`src/rtl/vend_sequencer.sv`:
```
// vend_sequencer: coin credit, product vend strobe and hopper change payout sequencer
module vend_sequencer #(
  parameter int PRICE_A    = 25,
  parameter int PRICE_B    = 35,
  parameter int MAX_CREDIT = 95
) (
  input  logic       ck,
  input  logic       reset,
  input  logic       co5,
  input  logic       co10,
  input  logic       sel_a,
  input  logic       sel_b,
  input  logic       cancel,
  input  logic       hop_ack,
  output logic [6:0] credit,
  output logic       vend_a,
  output logic       vend_b,
  output logic       hop5,
  output logic       hop10,
  output logic       reject,
  output logic       insuff,
  output logic       busy
);
  typedef enum logic [2:0] {IDLE, VEND, CHG, CHG_WAIT, CHG_GAP} state_t;
  localparam logic [6:0] PA = 7'(PRICE_A);
  localparam logic [6:0] PB = 7'(PRICE_B);
  localparam logic [7:0] MAXC = 8'(MAX_CREDIT);
  state_t state_q, state_d;
  logic [6:0] credit_q, credit_d;
  logic prod_b_q, prod_b_d;
  logic c10_q, c10_d;
  logic reject_q, reject_d;
  logic insuff_q, insuff_d;
  logic [4:0] hist_q;
  logic e5, e10, ka, kb, kc, acc;
  logic [7:0] coin_sum;
  logic [6:0] p_sel, p_vend;
  assign e5 = hist_q[4] & ~co5;
  assign e10 = hist_q[3] & ~co10;
  assign ka = ~hist_q[2] & sel_a;
  assign kb = ~hist_q[1] & sel_b;
  assign kc = ~hist_q[0] & cancel;
  assign coin_sum = {1'b0, credit_q} + (e5 ? 8'd5 : 8'd0) + (e10 ? 8'd10 : 8'd0);
  assign p_sel = ka ? PA : PB;
  assign p_vend = prod_b_q ? PB : PA;
  always_comb begin
    state_d = state_q;
    credit_d = credit_q;
    prod_b_d = prod_b_q;
    c10_d = c10_q;
    insuff_d = 1'b0;
    acc = 1'b0;
    reject_d = e5 | e10;
    case (state_q)
      IDLE: begin
        if (ka | kb) begin
          if (credit_q >= p_sel) begin
            state_d = VEND;
            prod_b_d = ~ka;
            acc = 1'b1;
          end else insuff_d = 1'b1;
        end else if (kc && credit_q != 7'd0) begin
          state_d = CHG;
          acc = 1'b1;
        end
        // coins arriving with an accepted key are refused outright, never partially banked
        reject_d = (e5 | e10) & (acc | coin_sum > MAXC);
        credit_d = ((e5 | e10) & ~reject_d) ? coin_sum[6:0] : credit_q;
      end
      VEND: begin
        credit_d = credit_q - p_vend;
        state_d = CHG;
      end
      CHG: begin
        state_d = credit_q == 7'd0 ? IDLE : CHG_WAIT;
        c10_d = credit_q >= 7'd10;
      end
      CHG_WAIT: begin
        if (hop_ack) begin
          credit_d = credit_q - (c10_q ? 7'd10 : 7'd5);
          state_d = CHG_GAP;
        end
      end
      CHG_GAP: state_d = CHG;
      default: state_d = IDLE;
    endcase
  end
  always_ff @(posedge ck) begin
    if (reset) begin
      state_q <= IDLE;
      credit_q <= '0;
      prod_b_q <= 1'b0;
      c10_q <= 1'b0;
      reject_q <= 1'b0;
      insuff_q <= 1'b0;
      hist_q <= '0;
    end else begin
      state_q <= state_d;
      credit_q <= credit_d;
      prod_b_q <= prod_b_d;
      c10_q <= c10_d;
      reject_q <= reject_d;
      insuff_q <= insuff_d;
      hist_q <= {co5, co10, sel_a, sel_b, cancel};
    end
  end
  // request rises in CHG so it follows the vend strobe by one cycle, then is held through CHG_WAIT
  assign hop10 = (state_q == CHG && credit_q >= 7'd10) || (state_q == CHG_WAIT && c10_q);
  assign hop5 = (state_q == CHG && credit_q != 7'd0 && credit_q < 7'd10) || (state_q == CHG_WAIT && !c10_q);
  assign vend_a = state_q == VEND && !prod_b_q;
  assign vend_b = state_q == VEND && prod_b_q;
  assign busy = state_q != IDLE;
  assign credit = credit_q;
  assign reject = reject_q;
  assign insuff = insuff_q;
endmodule

```
`config.mk`:
```
export PLATFORM = sky130hd
export DESIGN_NAME = vend_sequencer
export DESIGN_NICKNAME = d
export VERILOG_FILES = /design/src/rtl/vend_sequencer.sv
export SDC_FILE = /design/constraint.sdc
export NUM_CORES = 1
export LEC_CHECK = 0
export CORE_MARGIN = 4
export CORE_UTILIZATION = 49
export CTS_CLUSTER_SIZE = 10
export DETAILED_ROUTE_END_ITERATION = 7
export PLACE_DENSITY = 0.83
export REMOVE_ABC_BUFFERS = 1
export SLEW_MARGIN = 0
export SYNTH_ARGS = -nofsm -noshare
export SYNTH_HDL_FRONTEND = slang
export SYNTH_SLANG_ARGS = --single-unit
```
`constraint.sdc`:
```
create_clock -name ck -period 6.3 [get_ports ck]
set_clock_uncertainty 0.05 [all_clocks]
set_input_delay 1.26 -clock ck [delete_from_list [all_inputs] [get_ports ck]]
set_output_delay 1.26 -clock ck [all_outputs]
set_load 0.01 [all_outputs]
```
# Yosys cells after proc, flatten, opt, wreduce, memory -nomap -nowiden
# Cells that the tools add are included.
# classes
addsub	4
order_cmp	4
eq_ne	8
mux	20
bitwise_logic	19
n_reduce_logical	22
# ops
cell	n
7-bit one-hot mux with 3 select lines	1
3-bit two-way mux	5
7-bit two-way mux	2
6-bit two-way mux	2
3-bit one-hot mux with 4 select lines	1
1-bit inverter	9
3-bit AND reduction	3
7-bit by 3-bit adder with 8-bit output	1
8-bit by 4-bit adder with 8-bit output	1
8-bit by 7-bit > comparator with 1-bit output (second input constant)	1
1-bit logical AND	8
4-bit two-way mux	2
1-bit AND	7
7-bit by 4-bit greater-or-equal comparator with 1-bit output (second input constant)	1
7-bit by 6-bit greater-or-equal comparator with 1-bit output	1
7-bit zero test	1
7-bit by 4-bit less-than comparator with 1-bit output (second input constant)	1
7-bit nonzero test	1
7-bit by 4-bit subtractor with 7-bit output	1
7-bit by 6-bit subtractor with 7-bit output	1
3-bit by 2-bit == test with 1-bit output (second input constant)	2
1-bit two-way mux	6
3-bit inequality test (second input constant)	2
3-bit nonzero test	2
10 further kinds	15
# totals
ff_bits	19
word_cells	84

# Longest topological paths before layout
# Gate-level depths: netlist (run 1).
# depth
ltp_word	13
ltp_mapped	14

# Worst setup path before layout (run 1)
# OpenSTA, ideal clock, no wires.
# synth_path
kind	input to register
startpoint	input co10
endpoint	register credit_q[5] (netlist: credit[5])
arrival_time_ns	3.324
required_ns	6.162
path_slack_ns	2.837
path_stages	12
path_buffers	2
cell_sequence	nor2b_1 -> buf_2 -> xor2_1 -> ha_1 -> or2_1 -> maj3_2 -> a2111oi_0 -> a211o_1 -> a211oi_2 -> buf_6 -> a21boi_2 -> o32ai_2
# synth_via
elab_chain_len	11
word_cells_on_any_way	14
# synth_rtl
item	line_no	rtl
start, declared	10	input logic co10,
1-bit inverter (*)	39	assign e10 = hist_q[3] & ~co10;
1-bit AND (*)	39	
4-bit two-way mux	43	assign coin_sum = {1'b0, credit_q} + (e5 ? 8'd5 : 8'd0) + (e10 ? 8'd10 : 8'd0);
8-bit by 4-bit adder with 8-bit output	43	
8-bit by 7-bit > comparator with 1-bit output	67	reject_d = (e5 | e10) & (acc | coin_sum > MAXC);
1-bit bitwise OR	67	
1-bit AND	67	
1-bit inverter	68	credit_d = ((e5 | e10) & ~reject_d) ? coin_sum[6:0] : credit_q;
1-bit AND	68	
2-bit inequality test (no source line)	-	
3-bit AND reduction (no source line)	-	
end signal, assigned	99	credit_q <= credit_d;
end, declared	29	logic [6:0] credit_q, credit_d;
# Mark *: on every way between the ends. The rest lies on a longest branch, timed or not. The select of a mux whose other input is x is not followed.
# A chain may end at the register's enable or synchronous reset.

# Worst setup path in the final report (run 1)
# Same ends and word-level chain as after synthesis.

==> reports/results.ini, run 1 <==
[sta]
fmax_mhz = 228
final_max_slew_viol_count = 0
fin_ws_ns = 1.91
tightest_slew_ns = 0.899
max-slew-margin-rel_pct = 40.0
setup-violations-final = 0
grt_setup_unrepaired = false
fin_setup_tns_ns = 0
final_hold_viol_count = 0
period_share_pct = 69.6
final.min_clock_period_ns = 4.39

[setup_path]
path_class = primary input to flop
worstPathRequired_ns = 6.43
cp-start-kind = primary input
slowest_delay_ns = 0.76
reg2reg_slack_ns = 2.89
slowest_stage = a211oi_2
worstPathCellList = clkdlybuf4s50_1 -> nor2b_1 -> xor2_1 -> ha_1 -> or2_1 -> maj3_2 -> a2111oi_0 -> a211o_1 -> a211oi_2 -> a21boi_2 -> o32ai_2
arrival_ns = 4.52
cp_max_fo = 13
cp_top_family = compound AO/OA/AOI/OAI gates
worst-path-buf-inv = 1
worst_setup_path_end_kind = flop

[grt]
grt_use_total_pct = 19.4
grt_pass1_wl_um = 6690
grt_overflow = 0
antenna_found_initial = 0
grt_pass1_vias = 1494
grt_max_degree = 19

[power_and_ir_drop]
swShare_pct = 41.2
internal-power_w = 0.000245
p_switching_w = 0.000171
power.leakage_nw = 0.742
pwr_density_cell_mw_per_mm2 = 222
clkPwrFrac_pct = 16.0
ir_worst_vdd_mv = 0.115
comb_power_share_pct = 45.4
p_seq_share_pct = 38.6

[route]
routed.top_layer = met4
drtPass1Iterations = 4
wirelength_um = 3850
wl_per_cell_um = 14.4
routed-via-count = 1572
drc = 0
met3_length_um = 215
drtIter0Drc = 137
via_per_inst = 5.89
ant_nets = 0
met2WireLength_um = 1720
met1_length_um = 1830

[floorplanning]
ios = 22
start_util_pct = 52.8
dieArea_sq_mm = 0.00439
num_rows = 20
die_x_um = 66.3
die-height_um = 66.3
core_area_sq_mm = 0.00315

[worst_hold_path]
hold_class = flop to flop

[cts]
clk_pin_slew_worst_paths_ns = 0.12
numClockSinks = 19
clk_latency_ns = 0.31
cts-root-buf = clkbuf_4
cts_buffer_depth = 2
cts-htree-levels = 1
numCtsBuffers = 3
cts_hold_buf = 0
cts_tree = done
post_cts_buffers = 0
cts_resized = 0

[cells_and_area]
area_delta_synth_final_pct = 12.8
fillers = 313
antenna_cells = 0
nets = 244
final_layout_size_suffix_gt1_share_pct = 8.97

[placement]
hpwl_um = 2850
port_buffers = 21
gp_congestion = 0.858
place_ws_ns = 1.63

[flow_run]
maxCapViolCount = 0

[synthesis]
yosys.area.top_type = dfxtp_1
netlist_top_cells_area = dfxtp_1 (23%), ha_1 (8.3%), nand2_1 (4.3%), nor2_1 (4.1%), o21ai_0 (3.6%)
syn_inst = 211
ys.flop_type = dfxtp_1
ys_warn_count = 0
synth_top_area_share_pct = 22.9
synth-edff-count = 0
synth-seq-area-share_pct = 22.9
synth_common_cells = dfxtp_1 (19), nand2_1 (19), nor2_1 (18), o21ai_0 (12), ha_1 (11)
netlist_area_sq_mm = 0.00166
synth.avg_cell_area_sq_um = 7.89
ys_types = 62
async_reset_ff_share_pct = 0
ys_ff_latch = 19

[outcome]
outcome = finished clean

area by class of cell:
type                       count  area [sq um]  share of cell area (%)
inverter                      10          37.5                    2.00
tap                           44          55.1                    2.93
sequential                    19           380                    20.3
clock buffer                   3          22.5                    1.20
timing repair buffer          21           210                    11.2
clock inverter                 1          5.00                   0.267
multi-input combinational    169          1170                    62.1
sequential cells by signal, indices dropped and copies added, names as in the netlist:
register  cells
reject        1
state_q       3
insuff        1
prod_b_q      1
c10_q         1
hist_q        5
credit        7
worst min-delay path: cells and delay by family, from the launching register on:
family,cells,cell delay (ns)
flip-flops,1,0.35
AND/OR/NAND/NOR,1,0.10
AO/OA/AOI/OAI,1,0.05
placed cells by master (no fill, tap or decap), drive strengths merged, types with 4 or more instances in the layout:
master / n
clkdlybuf4s50: 21
nand2: 20
dfxtp: 19
nor2: 19
o21ai: 15
ha: 11
nor2b: 10
inv: 10
nor3: 9
a21oi: 8
a31oi: 5
nand2b: 4
nand3: 4
o21a: 4
a21o: 4
or2: 4
a21boi: 4
power by group through the flow:
stage	clock (W)	sequential (W)	combinational, W
after floorplan	0	0.000158	0.000133
after global placement	0	0.000163	0.000184
after detailed placement	0	0.000163	0.000187
after CTS	0.0000681	0.000160	0.000189
after global routing	0.0000725	0.000164	0.000213
final	0.0000667	0.000161	0.000189
cells by family (layout without fill, tap and decap cells):
| logic type | after synthesis | count (layout) | share of synthesized area [%] |
|---|---|---|---|
| buffers and inverters | 23 | 35 | 7.07 |
| multiplexers | 1 | 1 | 0.602 |
| AO/OA/AOI/OAI | 67 | 67 | 31.1 |
| AND/OR/NAND/NOR | 83 | 83 | 25.6 |
| XOR/XNOR | 5 | 5 | 2.63 |
| adder cells (fa/ha/maj) | 13 | 13 | 10.2 |
| flip-flops | 19 | 19 | 22.9 |
metal layers:
metal	global-route usage, %	up-vias
li1	-	790
met4	8.12	0
met2	30.6	54
met5	0	-
met1	26.6	719
met3	1.87	9
worst paths after layout:
| path | start | end | depth (start not counted) |
|---|---|---|---|
| worst min register to register | c10_q | c10_q | 2 |
| worst max-delay path | co10 | credit[5] | 11 |
| worst min-delay path | c10_q | c10_q | 2 |
| worst max register to register | state_q[0] | credit[6] | 11 |
through the flow:
stage,util [%],hold WS (ns),cell area (sq um),instances,power [W]
finish,59.5,0.493,1880,267,0.000416
global route,59.5,0.550,1880,267,0.000449
CTS,59.5,0.495,1880,267,0.000417
detailed placement,58.7,0.483,1850,263,0.000350
global placement,58.7,0.471,1850,263,0.000347
floorplan,-,0.443,1580,198,0.000291
Note: power is estimated with default switching activity, not from simulation.
==> inputs of run 2 (changes only) <==
--- a/config.mk
+++ b/config.mk
@@ -9,7 +9,7 @@
 export CORE_UTILIZATION = 49
 export CTS_CLUSTER_SIZE = 10
 export DETAILED_ROUTE_END_ITERATION = 7
-export PLACE_DENSITY = 0.83
+export PLACE_DENSITY = 0.86
 export REMOVE_ABC_BUFFERS = 1
 export SLEW_MARGIN = 0
 export SYNTH_ARGS = -nofsm -noshare
==> constraint.sdc (replaced) <==
create_clock -name ck -period 3.7 [get_ports ck]
set_clock_uncertainty 0.05 [all_clocks]
set_input_delay 0.74 -clock ck [delete_from_list [all_inputs] [get_ports ck]]
set_output_delay 0.74 -clock ck [all_outputs]
set_load 0.01 [all_outputs]
==> reports/results.ini, run 2 (same netlist as run 1, synthesis figures left out) <==
[cells_and_area]
area_delta_synth_final_pct = 15.0  ; was 12.8%
post-route-util_pct = 60.7  ; was 59.5%
fin_area_sq_mm = 0.00191  ; was 0.00188 sq mm
mostFrequentLayoutCell = clkdlybuf4s50_1  ; unchanged
regArea_sq_um = 380  ; unchanged
fillers = 297  ; was 313
largest_register_ffs = 7  ; unchanged
antenna_cells = 0  ; unchanged
final_cells = 272  ; was 267
layout_common_cells = clkdlybuf4s50_1 (21), nand2_1 (19), dfxtp_1 (19), nor2_1 (18), o21ai_0 (12)  ; unchanged
nets = 249  ; was 244
multi_input_area_sq_mm = 0.00117  ; unchanged
final_layout_size_suffix_gt1_share_pct = 11.0  ; was 8.97%

[placement]
gp_congestion = 0.891  ; was 0.858
post_dp_cell_area_sq_mm = 0.00189  ; was 0.00185 sq mm
dp.cells = 268  ; was 263
port_buffers = 21  ; unchanged
hpwl_um = 2840  ; was 2850 um

[grt]
grt_pass1_vias = 1430  ; was 1,494
antenna_found_initial = 0  ; unchanged
grt_use_total_pct = 18.9  ; was 19.4%
grt_max_degree = 19  ; unchanged
grt_pass1_wl_um = 6560  ; was 6690 um
grt_overflow = 0  ; unchanged

[sta]
max-slew-margin-rel_pct = 60.3  ; was 40.0%
final.min_clock_period_ns = 3.21
final_hold_viol_count = 0  ; unchanged
fmax_mhz = 311
setup-violations-final = 0  ; unchanged
tightest_slew_ns = 0.595  ; was 0.899 ns
period_share_pct = 86.8
fin_setup_tns_ns = 0  ; unchanged
grt_setup_unrepaired = false  ; unchanged
final_max_slew_viol_count = 0  ; unchanged

[floorplanning]
ios = 22  ; unchanged
die-height_um = 66.3  ; unchanged
dieArea_sq_mm = 0.00439  ; unchanged
start_util_pct = 52.8  ; unchanged
core_area_sq_mm = 0.00315  ; unchanged
die_x_um = 66.3  ; unchanged
num_rows = 20  ; unchanged

[power_and_ir_drop]
power.leakage_nw = 0.768  ; was 0.742 nW
pwr_density_cell_mw_per_mm2 = 374  ; was 222 mW/mm^2
ir_worst_vdd_mv = 0.183  ; was 0.115 mV

[cts]
clk_latency_ns = 0.31  ; about the same
cts_resized = 0  ; unchanged
numCtsBuffers = 3  ; unchanged
cts-root-buf = clkbuf_4  ; unchanged
numClockSinks = 19  ; unchanged
post_cts_buffers = 0  ; unchanged
cts_buffer_depth = 2  ; unchanged
clk_pin_slew_worst_paths_ns = 0.12  ; about the same
cts_hold_buf = 0  ; unchanged
cts-htree-levels = 1  ; unchanged
cts_tree = done  ; unchanged

[worst_hold_path]
hold_class = flop to flop  ; unchanged

[route]
drc = 0  ; unchanged
ant_nets = 0  ; unchanged
routed-via-count = 1635  ; was 1,572
drtPass1Iterations = 6  ; was 4
wl_per_cell_um = 14.3  ; was 14.4 um
via_per_inst = 6.01  ; was 5.89
drtIter0Drc = 117  ; was 137
wirelength_um = 3880  ; was 3850 um

[flow_run]
maxCapViolCount = 0  ; unchanged

[setup_path]
worstPathCellList = clkdlybuf4s50_1 -> nor2b_1 -> xor2_1 -> ha_1 -> or2_1 -> maj3_2 -> a2111oi_0 -> a211o_1 -> a211oi_2 -> buf_4 -> and3_1 -> a31o_1  ; was clkdlybuf4s50_1 -> nor2b_1 -> xor2_1 -> ha_1 -> or2_1 -> maj3_2 -> a2111oi_0 -> a211o_1 -> a211oi_2 -> a21boi_2 -> o32ai_2
cp-start-kind = primary input  ; unchanged
arrival_ns = 3.38  ; was 4.52 ns
path_class = primary input to flop  ; unchanged
slowest_stage = clkdlybuf4s50_1  ; was a211oi_2
cp_max_fo = 13  ; unchanged
slowest_delay_ns = 0.44  ; was 0.76 ns
worst_setup_path_end_kind = flop  ; unchanged
worstPathRequired_ns = 3.87  ; was 6.43 ns

[outcome]
outcome = finished clean  ; unchanged

run 2: changes by cell type in the layout (fill, tap and decap cells not counted), sizes merged:
cell  delta
buf      +5
run 2: through the flow:
stage | hold slack [ns] | total power (W) | worst slack, ns
6_report | 0.504 | 0.000716 | 0.489
5_1_grt | 0.546 | 0.000770 | 0.155
4_1_cts | 0.504 | 0.000717 | 0.484
3_5_place_dp | 0.481 | 0.000605 | 0.158
3_3_place_gp | 0.467 | 0.000597 | 0.205
2_1_floorplan | 0.443 | 0.000495 | 0.381
run 2: cell type report:
type,instances,area share (%)
clock buffers,3,1.18
flip-flops and latches,19,19.9
multi-input cells,169,60.9
repair buffers,26,12.9
inverters,10,1.96
clock inverters,1,0.261
well taps,44,2.88
run 2: per-layer routing:
metal  part of all wire, %  track usage, %  up-vias
li1                      -               -      807
met1                    48            26.6      760
met2                    44            28.7       56
met3                   5.3            2.38       12
met4                   2.4            7.61        0
met5                     0               0        -
run 2: critical path: cells and delay by family:
family	cells	cell delay, ns
and+or+nand+nor	3	0.58
xor gates and xnor gates	1	0.10
AOI/OAI and AO/OA	4	0.79
buffers and inverters	2	0.64
adders and majority gates	2	0.53
run 2: worst paths after layout:
path                                   to  cells past startpoint       start  slack (ns)
worst max-delay path            credit[4]                     12        co10        0.49
worst min-delay path                c10_q                      2       c10_q        0.50
worst max register to register  credit[6]                     12  state_q[0]        0.61
worst min register to register      c10_q                      2       c10_q        0.50
run 2: power by group:
group | internal [W] | switching, W
combinational | 0.000158 | 0.000170
sequential | 0.000225 | 0.0000503
clock | 0.0000404 | 0.0000719
total | 0.000423 | 0.000293
==> inputs of run 3 (changes only) <==
--- a/config.mk
+++ b/config.mk
@@ -10,7 +10,6 @@
 export CTS_CLUSTER_SIZE = 10
 export DETAILED_ROUTE_END_ITERATION = 7
 export PLACE_DENSITY = 0.86
-export REMOVE_ABC_BUFFERS = 1
 export SLEW_MARGIN = 0
 export SYNTH_ARGS = -nofsm -noshare
 export SYNTH_HDL_FRONTEND = slang
==> reports/results.ini, run 3 (same netlist as run 1, synthesis figures left out) <==
[cells_and_area]
fillers = 310  ; was 297
regArea_sq_um = 380  ; unchanged
area_delta_synth_final_pct = 14.6  ; was 15.0%
nets = 248  ; was 249
antenna_cells = 0  ; unchanged
mostFrequentLayoutCell = clkdlybuf4s50_1  ; unchanged
final_layout_size_suffix_gt1_share_pct = 10.6  ; was 11.0%
largest_register_ffs = 7  ; unchanged
layout_common_cells = clkdlybuf4s50_1 (21), nand2_1 (19), dfxtp_1 (19), nor2_1 (18), o21ai_0 (12)  ; unchanged
multi_input_area_sq_mm = 0.00117  ; unchanged
final_cells = 271  ; was 272

[cts]
cts_hold_buf = 0  ; unchanged
clk_latency_ns = 0.31  ; about the same
clk_pin_slew_worst_paths_ns = 0.12  ; about the same
numCtsBuffers = 3  ; unchanged
cts-htree-levels = 1  ; unchanged
cts-root-buf = clkbuf_4  ; unchanged
cts_buffer_depth = 2  ; unchanged
numClockSinks = 19  ; unchanged
post_cts_buffers = 0  ; unchanged
cts_tree = done  ; unchanged
cts_resized = 0  ; unchanged

[setup_path]
path_class = primary input to flop  ; unchanged
slowest_delay_ns = 0.44  ; about the same
worst_setup_path_end_kind = flop  ; unchanged
cp_max_fo = 13  ; unchanged
slowest_stage = clkdlybuf4s50_1  ; unchanged
arrival_ns = 3.48  ; was 3.38 ns
worstPathRequired_ns = 3.87  ; about the same
worstPathCellList = clkdlybuf4s50_1 -> nor2b_1 -> xor2_1 -> ha_1 -> or2_1 -> maj3_2 -> a2111oi_0 -> a211o_1 -> a211oi_2 -> buf_4 -> and3_1 -> a31o_1  ; unchanged
cp-start-kind = primary input  ; unchanged

[grt]
grt_overflow = 0  ; unchanged
grt_use_total_pct = 20.3  ; was 18.9%
grt_max_degree = 19  ; unchanged
grt_pass1_wl_um = 7020  ; was 6560 um
antenna_found_initial = 0  ; unchanged
grt_pass1_vias = 1508  ; was 1,430

[route]
drtIter0Drc = 97  ; was 117
ant_nets = 0  ; unchanged
wl_per_cell_um = 14.9  ; was 14.3 um
via_per_inst = 6.05  ; was 6.01
wirelength_um = 4040  ; was 3880 um
drtPass1Iterations = 4  ; was 6
drc = 0  ; unchanged
routed-via-count = 1639  ; was 1,635

[sta]
final_max_slew_viol_count = 0  ; unchanged
grt_setup_unrepaired = false  ; unchanged
fin_setup_tns_ns = 0  ; unchanged
setup-violations-final = 0  ; unchanged
period_share_pct = 89.6  ; was 86.8%
tightest_slew_ns = 0.576  ; was 0.595 ns
final_hold_viol_count = 0  ; unchanged
max-slew-margin-rel_pct = 61.6  ; was 60.3%
fmax_mhz = 302  ; was 311 MHz
final.min_clock_period_ns = 3.32  ; was 3.21 ns

[power_and_ir_drop]
ir_worst_vdd_mv = 0.244  ; was 0.183 mV
pwr_density_cell_mw_per_mm2 = 378  ; was 374 mW/mm^2
power.leakage_nw = 0.763  ; was 0.768 nW

[floorplanning]
ios = 22  ; unchanged
core_area_sq_mm = 0.00315  ; unchanged
die_x_um = 66.3  ; unchanged
die-height_um = 66.3  ; unchanged
start_util_pct = 52.8  ; unchanged
num_rows = 20  ; unchanged
dieArea_sq_mm = 0.00439  ; unchanged

[placement]
dp.cells = 267  ; was 268
hpwl_um = 2970  ; was 2840 um
port_buffers = 21  ; unchanged
gp_congestion = 0.836  ; was 0.891

[worst_hold_path]
hold_class = flop to flop  ; unchanged

[flow_run]
maxCapViolCount = 0  ; unchanged

[outcome]
outcome = finished clean  ; unchanged

[synthesis]
syn_nets = 231

==> run 3: metrics by stage <==
| step | hold slack [ns] | area (sq um) | setup slack (ns) | util (%) | power (W) |
|---|---|---|---|---|---|
| 2_1_floorplan | 0.430 | 1660 | 0.757 | - | 0.000521 |
| 3_3_place_gp | 0.490 | 1880 | 0.161 | 59.6 | 0.000601 |
| 3_5_place_dp | 0.530 | 1880 | 0.0581 | 59.6 | 0.000611 |
| 4_1_cts | 0.547 | 1910 | 0.391 | 60.5 | 0.000722 |
| 5_1_grt | 0.559 | 1910 | 0.275 | 60.5 | 0.000779 |
| 6_report | 0.556 | 1910 | 0.385 | 60.5 | 0.000721 |
==> run 3: where the power goes <==
group	total [W]	internal (W)	switching, W
registers	0.000275	0.000225	0.0000502
logic	0.000335	0.000159	0.000176
clock network	0.000111	0.0000404	0.0000705
==> run 3: area by class of cell <==
cell class,instances,area share [%]
clock inverter,1,0.262
clock buffer,3,1.18
timing repair buffer,25,12.6
multi-input combinational,169,61.2
sequential,19,19.9
tap,44,2.89
inverter,10,1.97
==> run 3: path summary, 6_finish.rpt <==
path	from	end	slack, ns	cells past startpoint
setup / recovery	co10	credit[4]	0.38	12
hold / removal	c10_q	c10_q	0.56	2
setup reg to reg	state_q[0]	credit[6]	0.53	11
hold reg to reg	c10_q	c10_q	0.56	2
==> run 3: metal layers <==
metal  track usage, %  share of wire, %  vias up
met4             8.63               2.3        0
met3             2.21               7.8        9
met5                0                 0        -
li1                 -                 -      799
met2             30.6                43       72
met1             28.8                47      759
==> run 3: worst max-delay path, delay by kind of cell <==
family / cells / cell delay [ns]
compound gates: 4 / 0.85
buf+inv: 2 / 0.64
simple gates: 3 / 0.58
fa+ha+maj: 2 / 0.57
xor+xnor: 1 / 0.09
